===== src/rtl/pc_update_unit_pkg.sv =====
// Shared definitions for the program-counter stage of the multicycle MIPS datapath:
// next-PC select encodings, default widths and reset vector, alignment helper.
package pc_update_unit_pkg;

  localparam int unsigned DEFAULT_WORD_LENGTH       = 32;
  localparam int unsigned DEFAULT_JUMP_INDEX_LENGTH = 26;
  localparam logic [31:0] DEFAULT_RESET_VECTOR      = 32'h0040_0000;

  typedef enum logic [1:0] {
    PC_SRC_ALU    = 2'b00,
    PC_SRC_BRANCH = 2'b01,
    PC_SRC_JUMP   = 2'b10,
    PC_SRC_HOLD   = 2'b11
  } pc_src_e;

  // Instruction fetches must be word aligned; only the two low bits matter.
  function automatic logic is_misaligned(input logic [1:0] low_bits);
    return low_bits != 2'b00;
  endfunction

endpackage


===== src/rtl/pc_update_unit_register.sv =====
// Enable-gated register with asynchronous active-high reset to a parameterised value.
// Used for the PC, the latched branch target and the captured faulting address.
module pc_register #(
  parameter int unsigned       WIDTH       = 32,
  parameter logic [WIDTH-1:0]  RESET_VALUE = '0
) (
  input  logic             clk,
  input  logic             reset,
  input  logic             en,
  input  logic [WIDTH-1:0] d,
  output logic [WIDTH-1:0] q
);

  // NOTE: sequential state uses non-blocking assignments so every register
  // samples pre-edge values, independent of always_ff evaluation order.
  always_ff @(posedge clk or posedge reset) begin
    if (reset) begin
      q <= RESET_VALUE;
    end else if (en) begin
      q <= d;
    end
  end

endmodule


===== src/rtl/pc_update_unit.sv =====
// PC stage: holds the architectural PC and branch target, selects and commits the
// next PC under control strobes, and traps misaligned next-PC values.
module pc_update_unit #(
  parameter int unsigned WORD_LENGTH       = pc_update_unit_pkg::DEFAULT_WORD_LENGTH,
  parameter logic [WORD_LENGTH-1:0] RESET_VECTOR = pc_update_unit_pkg::DEFAULT_RESET_VECTOR,
  parameter int unsigned JUMP_INDEX_LENGTH = pc_update_unit_pkg::DEFAULT_JUMP_INDEX_LENGTH
) (
  input  logic                         clk,
  input  logic                         reset,
  input  logic                         PCWrite,
  input  logic                         PCWriteCond,
  input  logic                         BranchNotEqual,
  input  logic                         Zero,
  input  logic [1:0]                   PCSource,
  input  logic                         TargetWrite,
  input  logic [WORD_LENGTH-1:0]       ALUResult,
  input  logic [WORD_LENGTH-1:0]       BranchTarget,
  input  logic [JUMP_INDEX_LENGTH-1:0] JumpIndex,
  input  logic                         ErrAck,
  output logic [WORD_LENGTH-1:0]       PC,
  output logic [WORD_LENGTH-1:0]       TargetReg,
  output logic                         AddrErr,
  output logic [WORD_LENGTH-1:0]       BadVAddr,
  output logic                         PCCommit
);

  import pc_update_unit_pkg::*;

  localparam int unsigned REGION_BITS = WORD_LENGTH - JUMP_INDEX_LENGTH - 2;

  logic [WORD_LENGTH-1:0] jump_addr;
  logic [WORD_LENGTH-1:0] next_pc;
  logic                   taken;
  logic                   write_en;
  logic                   misaligned;
  logic                   fault;
  logic                   pc_en;
  logic                   bad_en;

  // The jump keeps the current PC's region bits, not those of PC+4.
  assign jump_addr = {PC[WORD_LENGTH-1 -: REGION_BITS], JumpIndex, 2'b00};

  // NOTE: every always_comb output gets a default before the case so no path
  // leaves it unassigned and no latch is inferred.
  always_comb begin
    next_pc = PC;
    case (pc_src_e'(PCSource))
      PC_SRC_ALU:    next_pc = ALUResult;
      PC_SRC_BRANCH: next_pc = TargetReg;
      PC_SRC_JUMP:   next_pc = jump_addr;
      PC_SRC_HOLD:   next_pc = PC;
      default:       next_pc = PC;
    endcase
  end

  assign taken      = PCWriteCond & (Zero ^ BranchNotEqual);
  assign write_en   = (PCWrite | taken) & (PCSource != PC_SRC_HOLD);
  assign misaligned = is_misaligned(next_pc[1:0]);
  assign fault      = write_en & misaligned;
  assign pc_en      = write_en & ~misaligned;
  // Only the first fault is recorded until the control unit acknowledges it.
  assign bad_en     = fault & ~AddrErr;

  pc_register #(
    .WIDTH       (WORD_LENGTH),
    .RESET_VALUE (RESET_VECTOR)
  ) u_pc (
    .clk   (clk),
    .reset (reset),
    .en    (pc_en),
    .d     (next_pc),
    .q     (PC)
  );

  // Branch mux reads the pre-edge TargetReg, so a same-edge reload is seen next time.
  pc_register #(
    .WIDTH       (WORD_LENGTH),
    .RESET_VALUE ('0)
  ) u_target (
    .clk   (clk),
    .reset (reset),
    .en    (TargetWrite),
    .d     (BranchTarget),
    .q     (TargetReg)
  );

  pc_register #(
    .WIDTH       (WORD_LENGTH),
    .RESET_VALUE ('0)
  ) u_bad_vaddr (
    .clk   (clk),
    .reset (reset),
    .en    (bad_en),
    .d     (next_pc),
    .q     (BadVAddr)
  );

  // A fault on the same edge as an acknowledge keeps the flag set.
  always_ff @(posedge clk or posedge reset) begin
    if (reset) begin
      AddrErr  <= 1'b0;
      PCCommit <= 1'b0;
    end else begin
      PCCommit <= pc_en;
      if (fault) begin
        AddrErr <= 1'b1;
      end else if (ErrAck) begin
        AddrErr <= 1'b0;
      end
    end
  end

endmodule


===== config.mk =====
export PLATFORM = sky130hd
export DESIGN_NAME = pc_update_unit
export DESIGN_NICKNAME = d
export VERILOG_FILES = /design/src/rtl/pc_update_unit_pkg.sv /design/src/rtl/pc_update_unit_register.sv /design/src/rtl/pc_update_unit.sv
export SDC_FILE = /design/constraint.sdc
export NUM_CORES = 1
export LEC_CHECK = 0
export ABC_AREA = 1
export BUFFER_PORTS_ARGS = -buffer_cell sky130_fd_sc_hd__buf_2
export CAP_MARGIN = 20
export CORE_MARGIN = 1
export CORE_UTILIZATION = 40
export CTS_BUF_LIST = sky130_fd_sc_hd__clkbuf_8
export CTS_CLUSTER_SIZE = 28
export DETAILED_ROUTE_END_ITERATION = 12
export HOLD_SLACK_MARGIN = 0.06
export PLACE_DENSITY = 0.67
export SLEW_MARGIN = 10
export SYNTH_ARGS = -nofsm -noshare
export SYNTH_HDL_FRONTEND = slang
export SYNTH_SLANG_ARGS = --single-unit

===== constraint.sdc =====
create_clock -name clk -period 3.8 [get_ports clk]
set_input_delay 0.38 -clock clk [delete_from_list [all_inputs] [get_ports clk]]
set_output_delay 0.38 -clock clk [all_outputs]
set_load 0.02 [all_outputs]

==> results of run 1 <==
## area by class of cell
type	count	area share, %
repair buffers	208	18.3
clock inverters	2	0.147
clock buffers	14	3.22
multi-input cells	393	33.5
flip-flops and latches	98	41.1
well taps	143	2.99
inverters	12	0.796
## through the flow
stage | cells | setup slack (ns) | util, % | hold slack (ns)
floorplan | 546 | 0.860 | - | 0.476
global placement | 852 | 1.15 | 50.2 | 0.452
detailed placement | 852 | 1.03 | 50.2 | 0.458
CTS | 868 | 1.37 | 52.0 | 0.180
global route | 870 | 1.20 | 52.3 | 0.198
finish | 870 | 1.38 | 52.3 | 0.192
## metal layers
layer / part of all wire, % / vias up / wire [um] / GRT usage, %
li1: - / 2198 / - / -
met1: 42 / 2233 / 6150 / 30.8
met2: 48 / 260 / 6940 / 40.2
met3: 8.3 / 22 / 1200 / 5.60
met4: 1.4 / 0 / 198 / 7.29
met5: 0 / - / 0 / 0
## state kept, by name, summed over array words and instances (netlist names)
register,cells
u_pc.q,32
PCCommit,1
u_target.q,32
AddrErr,1
u_bad_vaddr.q,32
## critical path: stages
cell and delay [ns]:
buf_2 0.30, nor2_2 0.67, nand2_1 0.16, clkinv_1 0.08, nor2_1 0.05, nand2_2 0.06, nand3_2 0.60, nand2_1 0.27
nand2_1 0.08
## cell usage in the layout, fill, tap and decap left out, types with 2 or more instances in the layout
cell type and count:
nor2_1 7, nand2_1 202, nand4_1 57, inv_1 7, clkbuf_8 14, buf_2 197
dfrtp_1 97, mux2_2 32, nand3_2 2, clkinv_1 2, buf_4 9, nand3_1 89
inv_2 3
## worst max path at each step
stage                   endpoint  slack, ns  cells after the start
6_report       u_bad_vaddr.q[14]       1.38                      9
4_1_cts        u_bad_vaddr.q[14]       1.37                      9
3_5_place_dp    u_bad_vaddr.q[4]       1.03                      9
2_1_floorplan            AddrErr       0.86                      1
3_3_place_gp    u_bad_vaddr.q[8]       1.15                      9
5_1_grt        u_bad_vaddr.q[19]       1.20                      9
## synth_stat cells
cell type / number
dfstp_2: 1
nand3_2: 2
mux2_2: 32
nand4_1: 57
buf_2: 13
clkbuf_1: 20
nand2_2: 1
dfrtp_1: 97
nand2_1: 202
buf_6: 2
nor2_2: 1
inv_2: 3
o21ai_0: 1
nand3_1: 89
clkinv_1: 2
buf_4: 4
nor2_1: 7
inv_1: 7
buf_1: 4
a21boi_2: 1
## kinds of logic after synthesis
family          share of synthesized area (%)
simple gates                             34.4
flops                                    52.2
buf+inv                                  5.38
compound gates                          0.346
mux                                      7.66
## report_power, final
group / switching [uW] / internal (uW) / leakage [uW]
clock: 345 / 325 / 0.000110
combinational: 745 / 377 / 0.00190
sequential: 194 / 1290 / 0.00122
## what timing repair did
item	CTS	global route
hold buffers	0	1
endpoints found under the hold margin	0	19
gates resized for setup	0	0
setup endpoints to repair	0	0
==> key figures, run 1 <==
Run status
  – Outcome: complete, no violations

Die
  – Die Wd: approximately 110 um
  – Die Footprint: ~12,000 um^2
  – Core area: ~11,000 um^2
  – Die height: approximately 110 um
  – Top Ports: 198
  – Initial core utilization: roughly 40%
  – Site Rows: 39

Clock tree
  – Skew-Pair Late Insertion Delay: 0.36 ns
  – Clock buffer depth: 2
  – H-tree depth: 3
  – CTS tree: built
  – CTS clk-pin slew, worst paths: 0.09 ns
  – Post-CTS setup buffer count: 0
  – Clock sinks: a little under 100
  – Root Buffer: clkbuf_8
  – CTS buffer count: 9

Routing
  – Remaining routing DRC violations: 0
  – ANT nets after route: 0
  – Total number of vias: roughly 4,700
  – First drt pass iteration count: 5
  – Initial DRC count: approximately 350
  – Final WL: ~14,000 um
  – Vias per cell: 5.42
  – Avg WL per Cell: between 15 and 20 um

Yosys
  – Distinct cells, synth: 20
  – Post-synth top area share: 51.6%
  – Post-synthesis area per instance: ~8.6 um^2
  – Synth warn: 0
  – Synth area leader: dfrtp_1
  – Syn Nets: around 650
  – #FFs+latches synth: about 100
  – Area contributors post-synth: dfrtp_1 (52%), nand2_1 (16%), nand3_1 (9.5%)
  – Synth Cell Area: between 4000 and 5000 um^2
  – Register area share after synthesis: 52.2%
  – Post-Syn Instances: 546

Global route
  – Initial antenna violation count: 0
  – Vias in the first global route: between 4,000 and 5,000
  – Largest net degree at the start of global routing: 84
  – Total GRT Usage: between 20% and 30%
  – First-pass GRT wire length: between 20,000 and 25,000 um
  – Overflow after GRT: 0

STA
  – Clock skew: about 0.011 ns
  – # setup viols final: 0
  – Period minus WS final: 2.42 ns
  – Worst slew pin tran: approximately 0.83 ns
  – Fin. max-slew vios: 0
  – Final period utilization: a little under two thirds
  – Worst rel slew slack: 45.0%
  – Final Hold Fails: 0
  – Setup TNS: 0 ns
  – Max Clock Freq: between 400 and 500 MHz
  – RSZ-0062 raised after global routing: no

Run
  – Max Cap Viol: 0

Final layout
  – Design Area, Final: between 5000 and 6000 um^2
  – P&R area growth vs syn: 27.1%
  – Fraction of layout cells with a size suffix above 1: a little over a third
  – Register area: roughly 2500 um^2
  – N_diodes: 0
  – Multi-input gate area in the final layout: ~2000 um^2
  – Layout fillers: ~1,100
  – Nets@finish: between 800 and 900

Setup path
  – Worst EP required: around 4.0 ns
  – Worst Path Max Fanout: 32
  – Critical path launch point type: primary input
  – Crit path kind: primary input to flip-flop
  – R2R depth: 5
  – R2R setup slack: approximately 1.8 ns
  – Critical Path AT: between 2 and 3 ns
  – Crit path launch: PCSource[0]
  – Critical path endpoint category: flip-flop
  – RR Startpoint: AddrErr
  – Reg2reg end: u_bad_vaddr.q[14]

Place
  – Routability congestion estimate: 0.835
  – Placed cell areas: 5740 um^2
  – # port buffers: roughly 200
  – Dpl hpwl: a little under 10,000 um

Worst hold path
  – End of the worst hold path: AddrErr
  – Min-delay src: ErrAck
  – Hold/Removal Path Class: primary input to flip-flop
  – WHS Path Cells: 2

Pwr
  – Pwr Total: roughly 3300 uW
  – Power Dens Cells: about 550 nW/um^2
  – Lkg Pwr: 0.00323 uW
  – Max VDD drop: between 0.2 and 0.25 mV
Note: power is estimated with default switching activity, not from simulation.
==> run 2: changes to the inputs <==
Clock period 3.8 ns to 2.4 ns, I/O delays scaled along.
==> run 2 against run 1 <==
Die area did not move. Largest power group unchanged. Global-route usage about the same. First-iteration DRC count down 3.7%. Core utilization increased by 0.38 points. Hold slack lost 0.089 ns. Largest cell class unchanged. Critical path depth decreased by 2. Count of clock-buffer cells in the layout fell by 3. Clock skew shrank 0.0020 ns. Via count increased by 0.34%. Sequential cell count stayed put. Non-clock buffer count increased by 6. Combinational power grew 59%. Critical endpoint is now u_pc.q[22].
==> key figures, run 2 (synthesized netlist as in run 1, its figures left out) <==
Run status
  – Outcome: complete, no violations

Clock tree
  – CTS buffer count: 9 (unchanged)
  – H-tree depth: 3 (unchanged)
  – CTS tree: built
  – Clock buffer depth: 2 (unchanged)
  – Root Buffer: clkbuf_8
  – Clock sinks: 98 (unchanged)
  – Skew-Pair Late Insertion Delay: 0.36 ns (about the same)
  – CTS clk-pin slew, worst paths: 0.10 ns (about the same)

Final layout
  – Design Area, Final: 6020 um^2 (+0.73%)
  – Largest registers: u_bad_vaddr.q: 32 flops, u_pc.q: 32 flops, u_target.q: 32 flops
  – Fraction of layout cells with a size suffix above 1: 36.8% (+0.52 points)
  – Commonest non-fill, non-tap cell in the layout: nand2_1
  – Most frequent cells in the layout: nand2_1 (202), buf_2 (197), dfrtp_1 (97)
  – Final core utilization: 52.7% (+0.38 points)
  – P&R area growth vs syn: 28.0%
  – Nets@finish: 828 (+0.73%)
  – N_diodes: 0 (unchanged)

Setup path
  – RR Startpoint: u_pc.q[0]
  – Crit path to: u_pc.q[22]
  – Crit path launch: u_pc.q[0]
  – Worst path depth: 7 (-2)
  – Worst Path Max Fanout: 33 (+3.1%)
  – Slowest CP cell: inv_2
  – R2R setup slack: 0.79 ns (-1.05 ns)
  – Reg2reg end: u_pc.q[22]
  – Critical Path AT: 1.92 ns (-0.74 ns)
  – CP delay by family, top: simple AND/OR/NAND/NOR gates
  – Critical path launch point type: flip-flop
  – WP buf/inv: 1 (-1)
  – Most frequent CP cell: nand2_1
  – Worst path max stage delay: 0.47 ns (-0.20 ns)
  – Critical path endpoint category: flip-flop
  – Crit path kind: flip-flop to flip-flop
  – R2R depth: 7 (+2)
  – Worst EP required: 2.70 ns (-1.34 ns)
  – Crit path cell chain: nand3_1, nand3_1, nor2_1, nand2_1, inv_2, nand2_1, nand2_1

Routing
  – Vias per cell: 5.40 (-0.35%)
  – Total number of vias: 4,729 (+0.34%)
  – ANT nets after route: 0 (unchanged)
  – Final WL: 14,500 um (about the same)
  – Remaining routing DRC violations: 0 (unchanged)
  – Avg WL per Cell: 16.5 um (-0.77%)
  – Initial DRC count: 338 (-3.7%)
  – First drt pass iteration count: 5 (unchanged)

Place
  – Dpl hpwl: 10,300 um (+5.4%)
  – Placed cell areas: 5800 um^2 (+1.0%)
  – # port buffers: 197 (unchanged)
  – Routability congestion estimate: 0.868 (+3.9%)

STA
  – Worst rel slew slack: 43.7% (-1.2 points)
  – RSZ-0062 raised after global routing: no
  – # setup viols final: 0 (unchanged)
  – Max Clock Freq: roughly 620 MHz
  – Final period utilization: slightly below 70%
  – Period minus WS final: ~1.6 ns
  – Setup TNS: 0 ns (unchanged)
  – Clock skew: 0.00937 ns (-0.00201 ns)
  – Worst slew pin tran: 0.844 ns (+0.0187 ns)
  – Final Hold Fails: 0 (unchanged)
  – Fin. max-slew vios: 0 (unchanged)

Pwr
  – Max VDD drop: 0.412 mV (+98%)
  – Comb pwr share: 34.1% (about the same)
  – Sw Pwr: 2050 uW (+59%)
  – Sw frac: 39.1% (-0.045 points)
  – Lkg Pwr: 0.00324 uW (+0.47%)
  – Internal Power: 3180 uW (+60%)
  – Reg power frac: 45.0% (-0.3 points)
  – Clk pwr share: 20.9% (+0.5 points)
  – Power Dens Cells: 869 nW/um^2 (+58%)

Global route
  – Vias in the first global route: 4,578 (-0.97%)
  – Largest net degree at the start of global routing: 99 (+18%)
  – Initial antenna violation count: 0 (unchanged)
  – Overflow after GRT: 0 (unchanged)
  – First-pass GRT wire length: 23,200 um (-1.1%)
  – Total GRT Usage: 24.0% (about the same)

Die
  – Die Wd: 110 um (unchanged)
  – Initial core utilization: 41.2% (unchanged)
  – Top Ports: 198 (unchanged)
  – Core area: 11,400 um^2 (unchanged)
  – Site Rows: 39 (unchanged)
  – Die height: 110 um (unchanged)
  – Die Footprint: 12,200 um^2 (unchanged)

Run
  – Max Cap Viol: 0 (unchanged)

Worst hold path
  – Hold/Removal Path Class: primary input to flip-flop
run 2: through the flow:
stage | hold WS [ns] | std cells | total power (uW) | worst slack [ns]
finish | 0.103 | 876 | 5230 | 0.786
global route | 0.0733 | 876 | 5550 | 0.627
detailed placement | 0.436 | 858 | 4170 | 0.526
floorplan | 0.336 | 546 | 3430 | 0.999
global placement | 0.430 | 858 | 4130 | 0.574
CTS | 0.0827 | 876 | 5280 | 0.802
run 2: worst min-delay path by stage:
| stage | from | endpoint | slack (ns) | cells past startpoint |
|---|---|---|---|---|
| detailed placement | reset | PCCommit | 0.44 | 3 |
| CTS | BranchTarget[21] | u_target.q[21] | 0.08 | 2 |
| global route | BranchTarget[3] | u_target.q[3] | 0.07 | 2 |
| finish | BranchTarget[21] | u_target.q[21] | 0.10 | 2 |
| global placement | reset | u_target.q[5] | 0.43 | 3 |
| floorplan | ErrAck | AddrErr | 0.34 | 1 |
run 2: repair_timing:
action | 4_1_cts | 5_1_grt
hold buffers | 2 | 0
gates resized for setup | 0 | 0
setup buffers | 0 | 0
hold endpoints to repair | 98 | 0
run 2: power groups by stage:
| stage | combinational (uW) | sequential [uW] | clock, uW |
|---|---|---|---|
| 5_1_grt | 1940 | 2400 | 1210 |
| 3_5_place_dp | 1790 | 2380 | 0 |
| 4_1_cts | 1800 | 2350 | 1130 |
| 6_report | 1780 | 2350 | 1100 |
| 3_3_place_gp | 1750 | 2380 | 0 |
| 2_1_floorplan | 626 | 2800 | 0 |
run 2: final cells by class:
type | instances | area, um^2
clock buffers | 11 | 151
clock inverters | 5 | 52.6
fillers | 1101 | 5400
inverters | 12 | 48.8
multi-input cells | 393 | 2000
flip-flops and latches | 98 | 2450
well taps | 143 | 179
repair buffers | 214 | 1130
run 2: per-layer routing:
layer  global-route usage [%]  share of wire [%]  up-vias
met2                     38.8                 48      266
met3                     5.76                9.4       20
met4                     8.09                1.1        0
li1                         -                  -     2209
met1                     31.5                 42     2234
met5                        0                  0        -
==> run 3: changes to the inputs <==
Settings changed: ABC_AREA 1 to 0.
Clock period 2.4 ns to 1.6 ns, I/O delays scaled along.
==> run 3 against run 2 <==
The flow now finishes with violations (setup timing). First-iteration DRC count is 61% lower. Sequential share of layout area is 4.0 points lower. Sequential cell count stayed put. Wire length is 15% lower. Total power is 82% higher. Worst setup slack worse by 0.95 ns. Core utilization is 8.2 points higher. Non-clock buffer count is 48 higher. Critical path depth is 1 lower. Hold slack better by 0.14 ns. Clock power is 68% higher. Combinational power is 120% higher. Critical path type unchanged. Highest routed layer unchanged.
==> key figures, run 3 <==
STA
  – Clock skew: 0.0140 ns (+0.00461 ns)
  – Max Clock Freq: 568 MHz (-8.3%)
  – Setup TNS: -7.08 ns (-7.08 ns)
  – Worst slew pin tran: 0.344 ns (-0.500 ns)
  – RSZ-0062 raised after global routing: yes
  – Worst hold margin: 0.243 ns (+0.141 ns)
  – # setup viols final: 60 (+60)
  – Final period utilization: 110% (+43 points)
  – Period minus WS final: 1.76 ns (+0.147 ns)
  – Fin. max-slew vios: 0 (unchanged)
  – Worst rel slew slack: 77.1% (+33 points)
  – Setup ws final: -0.161 ns (-0.947 ns)
  – Final Hold Fails: 0 (unchanged)

Run
  – Max Cap Viol: 0 (unchanged)

Die
  – Core area: 11,000 um^2 (-3.8%)
  – Die height: 109 um (-1.6%)
  – Die Wd: 109 um (-1.6%)
  – Top Ports: 198 (unchanged)
  – Initial core utilization: 41.4% (+0.24 points)
  – Site Rows: 38 (-2.6%)
  – Die Footprint: 11,800 um^2 (-3.2%)

Setup path
  – Worst EP required: 1.86 ns (-0.84 ns)
  – RR Startpoint: u_target.q[0]
  – Crit path launch: u_target.q[0]
  – Critical path launch point type: flip-flop
  – Worst Path Max Fanout: 8 (-76%)
  – Critical Path AT: 2.02 ns (+0.10 ns)
  – Critical path endpoint category: flip-flop
  – Crit path kind: flip-flop to flip-flop
  – R2R setup slack: -0.16 ns (-0.95 ns)
  – Reg2reg end: u_pc.q[24]
  – R2R depth: 6 (-1)

Place
  – Routability congestion estimate: 0.737 (-15%)
  – Dpl hpwl: 8290 um (-19%)
  – # port buffers: 197 (unchanged)
  – Placed cell areas: 5810 um^2 (+0.30%)
  – Placed insts: 611 (-29%)

Pwr
  – Clk pwr share: 19.4% (-1.5 points)
  – Reg power frac: 39.7% (-5.3 points)
  – Max VDD drop: 0.769 mV (+87%)
  – Internal Power: 6180 uW (+94%)
  – Power Dens Cells: 1430 nW/um^2 (+64%)
  – Pwr Total: 9540 uW (+82%)
  – Lkg Pwr: 0.00332 uW (+2.3%)
  – Comb pwr share: 40.9% (+6.8 points)
  – Sw Pwr: 3360 uW (+64%)
  – Sw frac: 35.2% (-3.9 points)

Yosys
  – Post-synth top cells: dfrtp_1 (97), mux2_2 (41), mux2_4 (27)
  – Post-synth EDFFs: 0 (unchanged)
  – Post-Syn Instances: 269 (-51%)
  – Synth area leader: dfrtp_1
  – Syn Nets: 369 (-43%)
  – Synth Cell Area: 4550 um^2 (-3.2%)
  – Post-synth ARST share: 100% (unchanged)
  – Synth warn: 0 (unchanged)
  – Register area share after synthesis: 53.9% (+1.8 points)
  – Synth Flop Type: dfrtp_1
  – Top-count cell post-synth: dfrtp_1
  – Distinct cells, synth: 27 (+35%)
  – Area contributors post-synth: dfrtp_1 (53%), mux4_2 (13%), mux2_2 (10%)
  – #FFs+latches synth: 98 (unchanged)
  – Post-synthesis area per instance: 16.9 um^2 (+96%)
  – Post-synth top area share: 53.4% (+1.7 points)

Routing
  – Vias per cell: 4.99 (-7.5%)
  – Initial DRC count: 132 (-61%)
  – Avg WL per Cell: 18.4 um (+11%)
  – Remaining routing DRC violations: 0 (unchanged)
  – First drt pass iteration count: 4 (-1)
  – ANT nets after route: 0 (unchanged)
  – Final WL: 12,300 um (-15%)
  – Total number of vias: 3,335 (-29%)

Final layout
  – Layout fillers: 837 (-24%)
  – Nets@finish: 623 (-25%)
  – Fin cells: 668 (-24%)
  – Design Area, Final: 6690 um^2 (+11%)
  – Fraction of layout cells with a size suffix above 1: 70.5% (+34 points)
  – Commonest non-fill, non-tap cell in the layout: buf_2
  – N_diodes: 0 (unchanged)
  – Largest registers: u_bad_vaddr.q: 32 flops, u_pc.q: 32 flops, u_target.q: 32 flops
  – Most frequent cells in the layout: buf_2 (197), dfrtp_1 (95), mux2_4 (60)
  – P&R area growth vs syn: 46.9%

Clock tree
  – CTS buffer count: 9 (unchanged)
  – H-tree depth: 3 (unchanged)
  – CTS clk-pin slew, worst paths: 0.10 ns (about the same)
  – Clock buffer depth: 2 (unchanged)
  – Skew-Pair Late Insertion Delay: 0.38 ns (+0.02 ns)
  – Root Buffer: clkbuf_8
  – CTS tree: built
  – Clock sinks: 98 (unchanged)

Global route
  – First-pass GRT wire length: 19,000 um (-18%)
  – Overflow after GRT: 0 (unchanged)
  – Initial antenna violation count: 0 (unchanged)
  – Vias in the first global route: 3,575 (-22%)
  – Largest net degree at the start of global routing: 56 (-43%)
  – Total GRT Usage: 22.0% (-2.0 points)

Run status
  – Outcome: finished, violations left
  – Failing checks: setup timing

Worst hold path
  – End of the worst hold path: AddrErr
  – Min-delay src: PCWrite
  – Hold/Removal Path Class: primary input to flip-flop
  – WHS Path Cells: 4 (+2)
run 3: cell count changes after synthesis, sizes merged, moves of 8 or more:
cell,change
nand2,-198
nand3,-87
mux2,+60
nand4,-57
mux4,+26
clkbuf,-18
inv,-8
nor2,-8
run 3: final cells by class:
type	count	area [um^2]	share of cell area [%]
Clock buffer	11	151	2.26
Clock inverter	5	83.8	1.25
Inverter	2	11.3	0.168
Multi-Input combinational cell	150	2090	31.2
Sequential cell	98	2460	36.7
Tap cell	140	175	2.62
Timing Repair Buffer	262	1720	25.8
run 3: cell families after synthesis:
group	Yosys count	synth area share, %
DFF	98	53.9
buffers and inverters	21	3.44
muxes	124	39.2
xor gates and xnor gates	1	0.193
and+or+nand+nor	12	1.35
AOI/OAI and AO/OA	13	1.90
run 3: per-stage QoR:
stage          worst slack (ns)  utilization (%)
6_report                 -0.161             60.9
5_1_grt                  -0.239             60.9
4_1_cts                  -0.201             60.6
3_3_place_gp             -0.185             52.9
3_5_place_dp             -0.287             52.9
2_1_floorplan            -0.118                -
run 3: worst max path at each step:
stage | endpoint | slack (ns) | cells after the start
3_5_place_dp | u_pc.q[12] | -0.29 | 6
4_1_cts | u_pc.q[30] | -0.20 | 6
2_1_floorplan | u_pc.q[10] | -0.12 | 6
6_report | u_pc.q[24] | -0.16 | 6
5_1_grt | u_bad_vaddr.q[8] | -0.24 | 7
3_3_place_gp | u_pc.q[16] | -0.18 | 6
run 3: worst max-delay path, cell delays in order, from the launching register on:
cell and delay, ns:
dfrtp_2 0.43, mux2i_2 0.17, o21ai_2 0.11, nor4bb_4 0.28, buf_6 0.18, clkbuf_16 0.18
mux2_4 0.30
run 3: power by group through the flow:
| stage | Sequential (uW) | Combinational (uW) | Clock (uW) |
|---|---|---|---|
| final | 3780 | 3900 | 1850 |
| after detailed placement | 3800 | 3420 | 0 |
| after global placement | 3770 | 3340 | 0 |
| after global routing | 3890 | 4160 | 1990 |
| after CTS | 3780 | 3900 | 1900 |
| after floorplan | 4680 | 1240 | 0 |
run 3: metal layers:
layer / global-route usage, % / vias to the layer above / share of wire [%] / wire, um
li1: - / 1514 / - / -
met1: 26.4 / 1672 / 42 / 5110
met2: 37.5 / 135 / 50 / 6120
met3: 5.50 / 14 / 6.8 / 838
met4: 9.27 / 0 / 1.6 / 197
met5: 0 / - / 0 / 0
run 3: timing repair:
action / in CTS / in global routing
endpoints found under the hold margin: 130 / 0
buffers inserted: 4 / 1
endpoints found under the setup margin: 60 / 60
hold buffers: 34 / 0
cloned: 3 / 1
pin swaps: 2 / 2
gates resized for setup: 50 / 8
